[src/rtl/pack_ctrl_pkg.sv]
// Shared types and default sizes for the pack line controller.
package pack_ctrl_pkg;

  localparam int CACHE_LINE_DEF = 128;
  localparam int WORD_SIZE_DEF  = 64;
  localparam int LEN_W_DEF      = 7;
  localparam int FILL_W_DEF     = 8;

  typedef logic [FILL_W_DEF-1:0] fill_t;

  typedef enum logic [1:0] {
    ACCUM = 2'd0,
    EMIT  = 2'd1,
    SPILL = 2'd2,
    FLUSH = 2'd3
  } state_t;

endpackage

[src/rtl/pack_line_stats.sv]
// Saturating activity counters for the pack line controller.
// Only instantiated when PACK_LINE_STATS_EN is defined.
module pack_line_stats
  import pack_ctrl_pkg::*;
#(
  parameter int FILL_W = FILL_W_DEF
) (
  input  logic              i_clk,
  input  logic              i_reset,
  input  logic              i_line_done,
  input  logic              i_data_en,
  input  logic [FILL_W-1:0] i_data_bits,
  input  logic              i_pad_en,
  input  logic [FILL_W-1:0] i_pad_bits,
  output logic [31:0]       o_line_count,
  output logic [31:0]       o_bit_count,
  output logic [31:0]       o_pad_count
);

  logic [32:0] line_sum;
  logic [32:0] bit_sum;
  logic [32:0] pad_sum;

  // Widened sums; bit 32 set means the counter would wrap.
  always_comb begin
    line_sum = {1'b0, o_line_count} + 33'd1;
    bit_sum  = {1'b0, o_bit_count} + 33'(i_data_bits);
    pad_sum  = {1'b0, o_pad_count} + 33'(i_pad_bits);
  end

  // Counter registers, pinned at all-ones once they saturate.
  always_ff @(posedge i_clk or negedge i_reset) begin
    if (!i_reset) begin
      o_line_count <= '0;
      o_bit_count  <= '0;
      o_pad_count  <= '0;
    end else begin
      if (i_line_done)
        o_line_count <= line_sum[32] ? '1 : line_sum[31:0];
      if (i_data_en)
        o_bit_count <= bit_sum[32] ? '1 : bit_sum[31:0];
      if (i_pad_en)
        o_pad_count <= pad_sum[32] ? '1 : pad_sum[31:0];
    end
  end

endmodule

[src/rtl/pack_line_controller.sv]
// Sequencing FSM for the compressed-bit packing datapath: places variable
// length words into a line register, splits words that straddle a line,
// pads the final line of a block and hands lines downstream.
// Optional macro PACK_LINE_STATS_EN adds line/bit/pad counters.
//
// state | meaning
// ACCUM | accept words, write them at the current fill offset
// EMIT  | line complete, wait for downstream handshake
// SPILL | write the tail of a straddling word at offset 0
// FLUSH | pad the rest of the final line with zeros
module pack_line_controller
  import pack_ctrl_pkg::*;
#(
  parameter int CACHE_LINE = CACHE_LINE_DEF,
  parameter int WORD_SIZE  = WORD_SIZE_DEF,
  parameter int LEN_W      = LEN_W_DEF,
  parameter int FILL_W     = FILL_W_DEF
) (
  input  logic              i_clk,
  input  logic              i_reset,
  input  logic              i_len_valid,
  input  logic [LEN_W-1:0]  i_len,
  input  logic              i_last,
  output logic              o_len_ready,
  output logic [FILL_W-1:0] o_shift_amount,
  output logic [LEN_W-1:0]  o_src_offset,
  output logic              o_wr_en,
  output logic [FILL_W-1:0] o_wr_bits,
  output logic              o_pad_en,
  output logic              o_line_valid,
  input  logic              i_line_ready,
  output logic              o_line_last,
  output logic              o_len_err
`ifdef PACK_LINE_STATS_EN
  ,
  output logic [31:0]       o_line_count,
  output logic [31:0]       o_bit_count,
  output logic [31:0]       o_pad_count
`endif
);

  localparam logic [FILL_W-1:0] CL_F = FILL_W'(CACHE_LINE);
  localparam logic [LEN_W-1:0]  WS_L = LEN_W'(WORD_SIZE);

  state_t            state_q, state_d;
  logic [FILL_W-1:0] fill_q, fill_d;
  logic [FILL_W-1:0] spill_q, spill_d;
  logic [LEN_W-1:0]  split_q, split_d;
  logic              last_q, last_d;

  logic              len_over;
  logic [LEN_W-1:0]  len_c;
  logic [FILL_W-1:0] len_f;
  logic [FILL_W-1:0] sum;
  logic [FILL_W-1:0] room;

  // Clamp the incoming length and precompute fill arithmetic.
  always_comb begin
    len_over = (i_len > WS_L);
    len_c    = len_over ? WS_L : i_len;
    len_f    = FILL_W'(len_c);
    sum      = fill_q + len_f;
    room     = CL_F - fill_q;
  end

  // State and bookkeeping registers.
  always_ff @(posedge i_clk or negedge i_reset) begin
    if (!i_reset) begin
      state_q <= ACCUM;
      fill_q  <= '0;
      spill_q <= '0;
      split_q <= '0;
      last_q  <= 1'b0;
    end else begin
      state_q <= state_d;
      fill_q  <= fill_d;
      spill_q <= spill_d;
      split_q <= split_d;
      last_q  <= last_d;
    end
  end

  // Next-state and packer control outputs.
  always_comb begin
    state_d        = state_q;
    fill_d         = fill_q;
    spill_d        = spill_q;
    split_d        = split_q;
    last_d         = last_q;
    o_len_ready    = 1'b0;
    o_shift_amount = '0;
    o_src_offset   = '0;
    o_wr_en        = 1'b0;
    o_wr_bits      = '0;
    o_pad_en       = 1'b0;
    o_line_valid   = 1'b0;
    o_line_last    = 1'b0;
    o_len_err      = 1'b0;

    case (state_q)
      ACCUM: begin
        o_len_ready = 1'b1;
        if (i_len_valid) begin
          o_len_err = len_over;
          if (len_f != '0) begin
            o_wr_en        = 1'b1;
            o_shift_amount = fill_q;
            if (sum < CL_F) begin
              o_wr_bits = len_f;
              fill_d    = sum;
              if (i_last) begin
                last_d  = 1'b1;
                state_d = FLUSH;
              end
            end else if (sum == CL_F) begin
              o_wr_bits = len_f;
              fill_d    = '0;
              last_d    = i_last;
              state_d   = EMIT;
            end else begin
              // Straddle: the head fills this line, the tail waits in SPILL.
              o_wr_bits = room;
              spill_d   = sum - CL_F;
              split_d   = LEN_W'(room);
              fill_d    = '0;
              last_d    = i_last;
              state_d   = EMIT;
            end
          end else if (i_last && fill_q != '0) begin
            last_d  = 1'b1;
            state_d = FLUSH;
          end
        end
      end

      FLUSH: begin
        o_wr_en        = 1'b1;
        o_pad_en       = 1'b1;
        o_shift_amount = fill_q;
        o_wr_bits      = CL_F - fill_q;
        state_d        = EMIT;
      end

      EMIT: begin
        o_line_valid = 1'b1;
        o_line_last  = last_q && (spill_q == '0);
        if (i_line_ready) begin
          if (spill_q != '0) begin
            state_d = SPILL;
          end else begin
            fill_d  = '0;
            last_d  = 1'b0;
            state_d = ACCUM;
          end
        end
      end

      SPILL: begin
        o_wr_en        = 1'b1;
        o_shift_amount = '0;
        o_src_offset   = split_q;
        o_wr_bits      = spill_q;
        fill_d         = spill_q;
        spill_d        = '0;
        state_d        = last_q ? FLUSH : ACCUM;
      end

      default: state_d = ACCUM;
    endcase
  end

`ifdef PACK_LINE_STATS_EN
  pack_line_stats #(
    .FILL_W (FILL_W)
  ) u_stats (
    .i_clk        (i_clk),
    .i_reset      (i_reset),
    .i_line_done  (o_line_valid && i_line_ready),
    .i_data_en    (o_wr_en && !o_pad_en),
    .i_data_bits  (o_wr_bits),
    .i_pad_en     (o_wr_en && o_pad_en),
    .i_pad_bits   (o_wr_bits),
    .o_line_count (o_line_count),
    .o_bit_count  (o_bit_count),
    .o_pad_count  (o_pad_count)
  );
`endif

endmodule

[config.mk]
export PLATFORM = sky130hd
export DESIGN_NAME = pack_line_controller
export DESIGN_NICKNAME = d
export VERILOG_FILES = /design/src/rtl/pack_ctrl_pkg.sv /design/src/rtl/pack_line_stats.sv /design/src/rtl/pack_line_controller.sv
export SDC_FILE = /design/constraint.sdc
export NUM_CORES = 1
export LEC_CHECK = 0
export CAP_MARGIN = 20
export CORE_MARGIN = 2
export CORE_UTILIZATION = 40
export CTS_CLUSTER_SIZE = 24
export DETAILED_ROUTE_END_ITERATION = 12
export PLACE_DENSITY_LB_ADDON = 0.2
export SLEW_MARGIN = 20
export SYNTH_ARGS = -nofsm -noshare
export SYNTH_HDL_FRONTEND = slang
export SYNTH_SLANG_ARGS = --single-unit
[constraint.sdc]
create_clock -name i_clk -period 6.6 [get_ports i_clk]
set_clock_uncertainty 0.1 [all_clocks]
set_input_delay 0.66 -clock i_clk [delete_from_list [all_inputs] [get_ports i_clk]]
set_output_delay 0.66 -clock i_clk [all_outputs]
set_load 0.1 [all_outputs]
==> run_results.csv, run 1 <==
group,metric,value,unit
status,run_status,"finished, final reports clean",
synth,synthAdderAreaFrac,0.0786,
place,place.detailed.instances,379,
routing,drcViolationCount,0,
routing,route.final.wire_length,7.15,mm
global_route,grt_antenna_before_repair,0,
floorplan,standard_cell_row_count,27,
clock_tree,cts_hold_repair.buffers,0,
synth,synth_net_count,304,
place,place_congestion,0.938,
synth,synth-main-ff-cell,"dfrtp_1",
place,dp_worst_setup_slack,1.61,ns
global_route,grt_start_max_net_pins,35,
synth,syn-mean-instance-area,8.36,um2
routing,first_iter_violations,234,
synth,synth_top_family_by_area,"compound AO/OA/AOI/OAI gates",
synth,synth_mux_area_frac,0.0275,
sta,timing.final.setup_violations,0,
clock_tree,cts_sinks,26,
synth,postSynth.asyncResetShare,1.00,
routing,num_vias,2324,
sta,timing_hold_violations_final,0,
routing,wire_per_inst,18.6,um
synth,synth_edf_count,0,
floorplan,initial_core_util,0.417,
run,timing.max_cap.violations,0,
sta,layout_worst_path_cycle_share,0.776,
floorplan,chipHeight,80.2,um
synth,netlist_area,0.00232,mm2
place,io_buffers,40,
synth,synth-compound-area-share,0.285,
synth,ys_types,58,
synth,synth_seq_cells,26,
routing,antenna_left,0,
floorplan,core_area,0.00557,mm2
sta,max_freq,195,MHz
synth,yosys.area.top_type,"dfrtp_1",
setup_path,timing.critical_path.arrival,4.36,ns
setup_path,critPathMaxFanout,15,
place,hpwl,5.47,mm
sta,post-route-worst-setup-slack,1.48,ns
sta,fin_setup_tns,0,ns
synth,synth-warning-count,0,
synth,sequential_fraction_of_the_synthesis_area,0.280,
synth,netlist_top_cells_area,"dfrtp_1, ha_1, nor2b_1",
setup_path,crit_path_end_kind,"primary output",
sta,count_of_final_max_slew_check_failures,0,
cells_and_area,final_net_count,339,
floorplan,die_span_in_x,80.2,um
cells_and_area,layout-drive-gt1-share,0.0865,
sta,grt_setup_unrepaired,"no",
setup_path,cp-start-kind,"primary input",
clock_tree,cts.reportedPaths.clkPinSlew,0.10,ns
routing,drt_pass1_iterations,4,
global_route,gr-usage-all-layers,0.230,
worst_hold_path,min_delay_worst_type,"register to register",
synth,synth.top_cell.area_share,0.280,
clock_tree,cts_resized,0,
clock_tree,cts_buffer_depth,2,
setup_path,timing.critical_path.slowest_cell_delay,0.77,ns
clock_tree,cts-buffers-inserted,3,
cells_and_area,insertedDiodeCount,0,
global_route,grt_pass1_wl,11.4,mm
synth,post_synth_xor_area_fraction,0.0339,
clock_tree,insertion_delay,0.28,ns
floorplan,pin_count,41,
clock_tree,post-cts-setup-buffer-count,0,
cells_and_area,area.growth.synth_to_final,21.6,%
floorplan,fp.dieArea,0.00643,mm2
setup_path,worst_path_max_delay_cell,"o2111ai_1",
clock_tree,tritoncts,"done",
setup_path,worst-setup-path-type,"primary input to primary output",
global_route,grt_pass1_vias,2170,
cells_and_area,filler_cell_count,564,
global_route,global_route.overflow_total,0,
sta,maxSlewHeadroom,0.337,
setup_path,crit_path_cell_trace,"clkdlybuf4s50_1, nor2b_1, ha_1, nand3_1, and2_1, and3_1, o2111ai_1, nand2_2, a311oi_1, buf_4",
clock_tree,root_buffer_cell,"clkbuf_8",
setup_path,crit_required,5.84,ns
routing,via_cell_ratio,6.05,
clock_tree,cts_htree_levels,1,
synth,number_of_standard_cells_after_synthesis,278,
sta,min_period,5.12,ns
cells_and_area,finalNonFillerCells,384,
synth,yosys.area_share.simple,0.244,
sta,worst-slew-pin-transition,0.991,ns
flip-flops by register name (all words and copies together), names as in the netlist:
| name | cells |
|---|---|
| split_q | 7 |
| spill_q | 8 |
| last_q | 1 |
| fill_q | 8 |
| state_q | 2 |
final cells by class:
cell class                 instances  area [um2]  share of cell area
multi-input combinational        224        1560               0.552
clock buffer                       3        41.3              0.0146
timing repair buffer              42         395               0.140
clock inverter                     1        30.0              0.0106
tap                               72        90.1              0.0319
sequential                        26         651               0.230
inverter                          16        60.1              0.0212
path summary, 6_finish.rpt:
kind,cells after the start,to,from,slack [ns]
worst min-delay path,1,split_q[6]$_DFFE_PN0P_,split_q[6]$_DFFE_PN0P_,0.39
worst min register to register,1,split_q[6]$_DFFE_PN0P_,split_q[6]$_DFFE_PN0P_,0.39
worst max-delay path,10,o_wr_bits[7],i_len[6],1.48
min in group asynchronous,2,spill_q[5]$_DFFE_PN0P_,i_reset,0.65
worst max register to register,9,split_q[3]$_DFFE_PN0P_,fill_q[0]$_DFFE_PN0P_,3.04
max in group asynchronous,2,fill_q[6]$_DFFE_PN0P_,i_reset,5.50
metrics by stage:
stage | instance area [um2] | util | hold WS (ns)
floorplan | 2320 | - | 0.264
global placement | 2750 | 0.492 | 0.371
detailed placement | 2750 | 0.492 | 0.373
CTS | 2820 | 0.505 | 0.396
global route | 2830 | 0.507 | 0.407
finish | 2830 | 0.507 | 0.392
cell families after synthesis:
group	Yosys count
AO/OA/AOI/OAI	88
XOR/XNOR	9
adder cells (fa/ha/maj)	14
buffers and inverters	28
flip-flops	26
multiplexers	6
AND/OR/NAND/NOR	107
critical path: cells and delay by family:
kind                     cells  cell delay (ns)
AO/OA/AOI/OAI                2             1.17
buffers and inverters        2             1.00
adder cells (fa/ha/maj)      1             0.44
AND/OR/NAND/NOR              5             1.08
Yosys cell counts (3+ instances only):
master / n
dfrtp_1: 26
nand2_1: 23
xnor2_1: 3
a22oi_1: 7
nor3_1: 8
clkbuf_1: 7
ha_1: 13
mux2i_1: 3
o31a_1: 4
o22ai_1: 3
a21oi_1: 12
nor2b_1: 17
inv_1: 16
nor2_1: 14
a221o_1: 7
xor2_1: 6
o21ai_0: 14
and2_1: 16
o211ai_1: 7
nand3_1: 8
a31oi_1: 6
nor4_1: 7
a21bo_2: 3
mux2_2: 3
buf_2: 3
layout by cell type (no fill, tap or decap), types with 3 or more instances in the layout:
| master | count |
|---|---|
| clkdlybuf4s50_1 | 32 |
| nor2_1 | 14 |
| mux2i_1 | 3 |
| buf_4 | 9 |
| and2_1 | 16 |
| o211ai_1 | 7 |
| a22oi_1 | 7 |
| xor2_1 | 6 |
| a21bo_2 | 3 |
| a221o_1 | 7 |
| a21oi_1 | 12 |
| o21ai_0 | 14 |
| nor3_1 | 8 |
| nor2b_1 | 17 |
| nor4_1 | 7 |
| ha_1 | 12 |
| nand3_1 | 8 |
| o22ai_1 | 3 |
| dfrtp_1 | 26 |
| nand2_1 | 23 |
| o31a_1 | 4 |
| xnor2_1 | 3 |
| clkbuf_8 | 3 |
| a31oi_1 | 6 |
| mux2_2 | 3 |
| inv_1 | 16 |
routing by layer:
metal | up-vias | wire length [um] | share of wire | GRT usage
li1 | 1106 | - | - | -
met1 | 1110 | 3240 | 0.45 | 0.315
met2 | 96 | 3400 | 0.48 | 0.380
met3 | 12 | 391 | 0.055 | 0.0360
met4 | 0 | 115 | 0.016 | 0.0525
met5 | - | 0 | 0 | 0
Power of run 1 is left out: the tool's default activity adds up to more than one toggle a clock period on the data nets, which glitch-free logic cannot reach.
==> run 2, diff against run 1 <==
==> constraint.sdc (replaced) <==
create_clock -name i_clk -period 5.1 [get_ports i_clk]
set_clock_uncertainty 0.1 [all_clocks]
set_input_delay 0.51 -clock i_clk [delete_from_list [all_inputs] [get_ports i_clk]]
set_output_delay 0.51 -clock i_clk [all_outputs]
set_load 0.1 [all_outputs]
==> run 2 against run 1 <==
Against the previous run: critical path depth up 2; sequential share of layout area down 0.70 points; final cell count up 0.26%; setup slack worse by 1.0 ns; non-clock buffer count up 1; worst hold slack worse by 0.0032 ns; via count down 0.17%; register-to-register slack worse by 1.1 ns; critical endpoint is now o_wr_bits[1]; highest routed layer unchanged.
==> run_results.csv, run 2 (synthesis gave the netlist of run 1 again) <==
group,metric,value,unit
floorplan,chipHeight,80.2,um
routing,via_cell_ratio,6.03,
setup_path,critical_path.n_buffers_inverters,3,
clock_tree,cts_buffer_depth,2,
clock_tree,cts.reportedPaths.clkPinSlew,0.09,ns
setup_path,crit_required,4.49,ns
clock_tree,cts_hold_repair.buffers,0,
cells_and_area,fin_util,0.523,
routing,route.final.wire_length,7.14,mm
setup_path,timing.critical_path.arrival,4.02,ns
floorplan,die_span_in_x,80.2,um
sta,count_of_final_max_slew_check_failures,0,
setup_path,endpoint_of_the_most_critical_register_to_register_path,"split_q[3]$_DFFE_PN0P_",
setup_path,worst_path_max_delay_cell,"clkdlybuf4s50_1",
sta,worst-slew-pin-transition,1.09,ns
setup_path,cp-start-kind,"primary input",
sta,maxSlewHeadroom,0.270,
run,timing.max_cap.violations,0,
place,hpwl,5.41,mm
clock_tree,cts_resized,0,
floorplan,initial_core_util,0.417,
worst_hold_path,hold-path-cell-count,1,
worst_hold_path,min_delay_worst_type,"register to register",
clock_tree,cts_htree_levels,1,
routing,drt_pass1_iterations,7,
setup_path,crit_path_end_kind,"primary output",
floorplan,fp.dieArea,0.00643,mm2
place,instance_area_at_placement,0.00284,mm2
sta,layout_worst_path_cycle_share,0.908,
global_route,grt_start_max_net_pins,35,
cells_and_area,design_area,0.00292,mm2
cells_and_area,final_net_count,340,
cells_and_area,mostFrequentLayoutCell,"dfrtp_1",
setup_path,r2r_start,"fill_q[0]$_DFFE_PN0P_",
clock_tree,tritoncts,"done",
routing,first_iter_violations,271,
cells_and_area,final_cell_mix,"dfrtp_1, nand2_1, clkdlybuf4s50_1",
cells_and_area,layout-drive-gt1-share,0.118,
global_route,grt_pass1_vias,2200,
floorplan,standard_cell_row_count,27,
routing,num_vias,2320,
clock_tree,cts-buffers-inserted,3,
worst_hold_path,hold_start,"split_q[1]$_DFFE_PN0P_",
global_route,gr-usage-all-layers,0.235,
global_route,grt_pass1_wl,11.7,mm
sta,max_freq,216,MHz
sta,min_period,4.63,ns
status,run_status,"finished, final reports clean",
cells_and_area,finalNonFillerCells,385,
place,place.detailed.instances,381,
clock_tree,cts_sinks,26,
clock_tree,post-cts-setup-buffer-count,0,
place,io_buffers,40,
setup_path,critical_path_cell_count,12,
floorplan,core_area,0.00557,mm2
worst_hold_path,timing.hold.worst_endpoint,"split_q[1]$_DFFE_PN0P_",
setup_path,rrSetupSlack,1.92,ns
cells_and_area,top_registers,"fill_q (8), spill_q (8), split_q (7)",
global_route,grt_antenna_before_repair,0,
setup_path,worst-setup-path-type,"primary input to primary output",
setup_path,r2r.worst_path.cells,10,
clock_tree,root_buffer_cell,"clkbuf_8",
global_route,global_route.overflow_total,0,
setup_path,timing.critical_path.slowest_cell_delay,0.57,ns
sta,fin_setup_tns,0,ns
routing,antenna_left,0,
routing,drcViolationCount,0,
clock_tree,insertion_delay,0.27,ns
floorplan,pin_count,41,
setup_path,critical_path.top_delay_family,"compound AO/OA/AOI/OAI gates",
sta,timing.final.setup_violations,0,
sta,grt_setup_unrepaired,"no",
routing,wire_per_inst,18.5,um
cells_and_area,insertedDiodeCount,0,
setup_path,crit_path_cell_trace,"clkdlybuf4s50_1, nor2b_1, ha_1, inv_1, fa_1, nor2b_1, o21ai_0, a211oi_2, o2111a_1, o21ai_0, a31oi_1, buf_12",
cells_and_area,area.growth.synth_to_final,25.5,%
sta,timing_hold_violations_final,0,
setup_path,critPathMaxFanout,13,
place,place_congestion,0.981,
==> run 2: cell types whose count changed in the layout (fill, tap and decap cells not counted) <==
cell | previous run | this run
a311oi_2 | 0 | 1
clkbuf_4 | 1 | 0
clkdlybuf4s50_1 | 32 | 23
ha_2 | 1 | 0
a311oi_1 | 2 | 1
buf_12 | 0 | 8
ha_1 | 12 | 13
buf_4 | 9 | 12
==> run 2: worst max-delay path by stage <==
stage,to,start,slack [ns]
floorplan,o_shift_amount[0],state_q[0]$_DFFE_PN0P_,0.37
global placement,o_wr_bits[1],i_len[6],0.61
detailed placement,o_wr_bits[1],i_len[6],0.52
CTS,o_wr_bits[1],i_len[6],0.53
global route,o_wr_bits[1],i_len[6],0.20
finish,o_wr_bits[1],i_len[6],0.47
==> run 2: final cells by class <==
cell class,count,area (um2)
Clock buffer,3,41.3
Multi-Input combinational cell,224,1560
Inverter,16,60.1
Clock inverter,1,30.0
Fill cell,542,2660
Tap cell,72,90.1
Sequential cell,26,651
Timing Repair Buffer,43,480
==> run 2: stage by stage <==
| step | setup slack (ns) | hold slack [ns] |
|---|---|---|
| after CTS | 0.526 | 0.393 |
| after detailed placement | 0.518 | 0.372 |
| after global routing | 0.200 | 0.407 |
| after global placement | 0.609 | 0.367 |
| after floorplan | 0.371 | 0.114 |
| final | 0.470 | 0.388 |
==> run 2: metal layers <==
layer  vias to the layer above  track usage  routed length, um
met2                       103        0.392               3380
met4                         0       0.0424                 74
met3                        10       0.0337                488
li1                       1109            -                  -
met1                      1098        0.326               3200
met5                         -            0                  0
Power of run 2 is left out for the same reason.
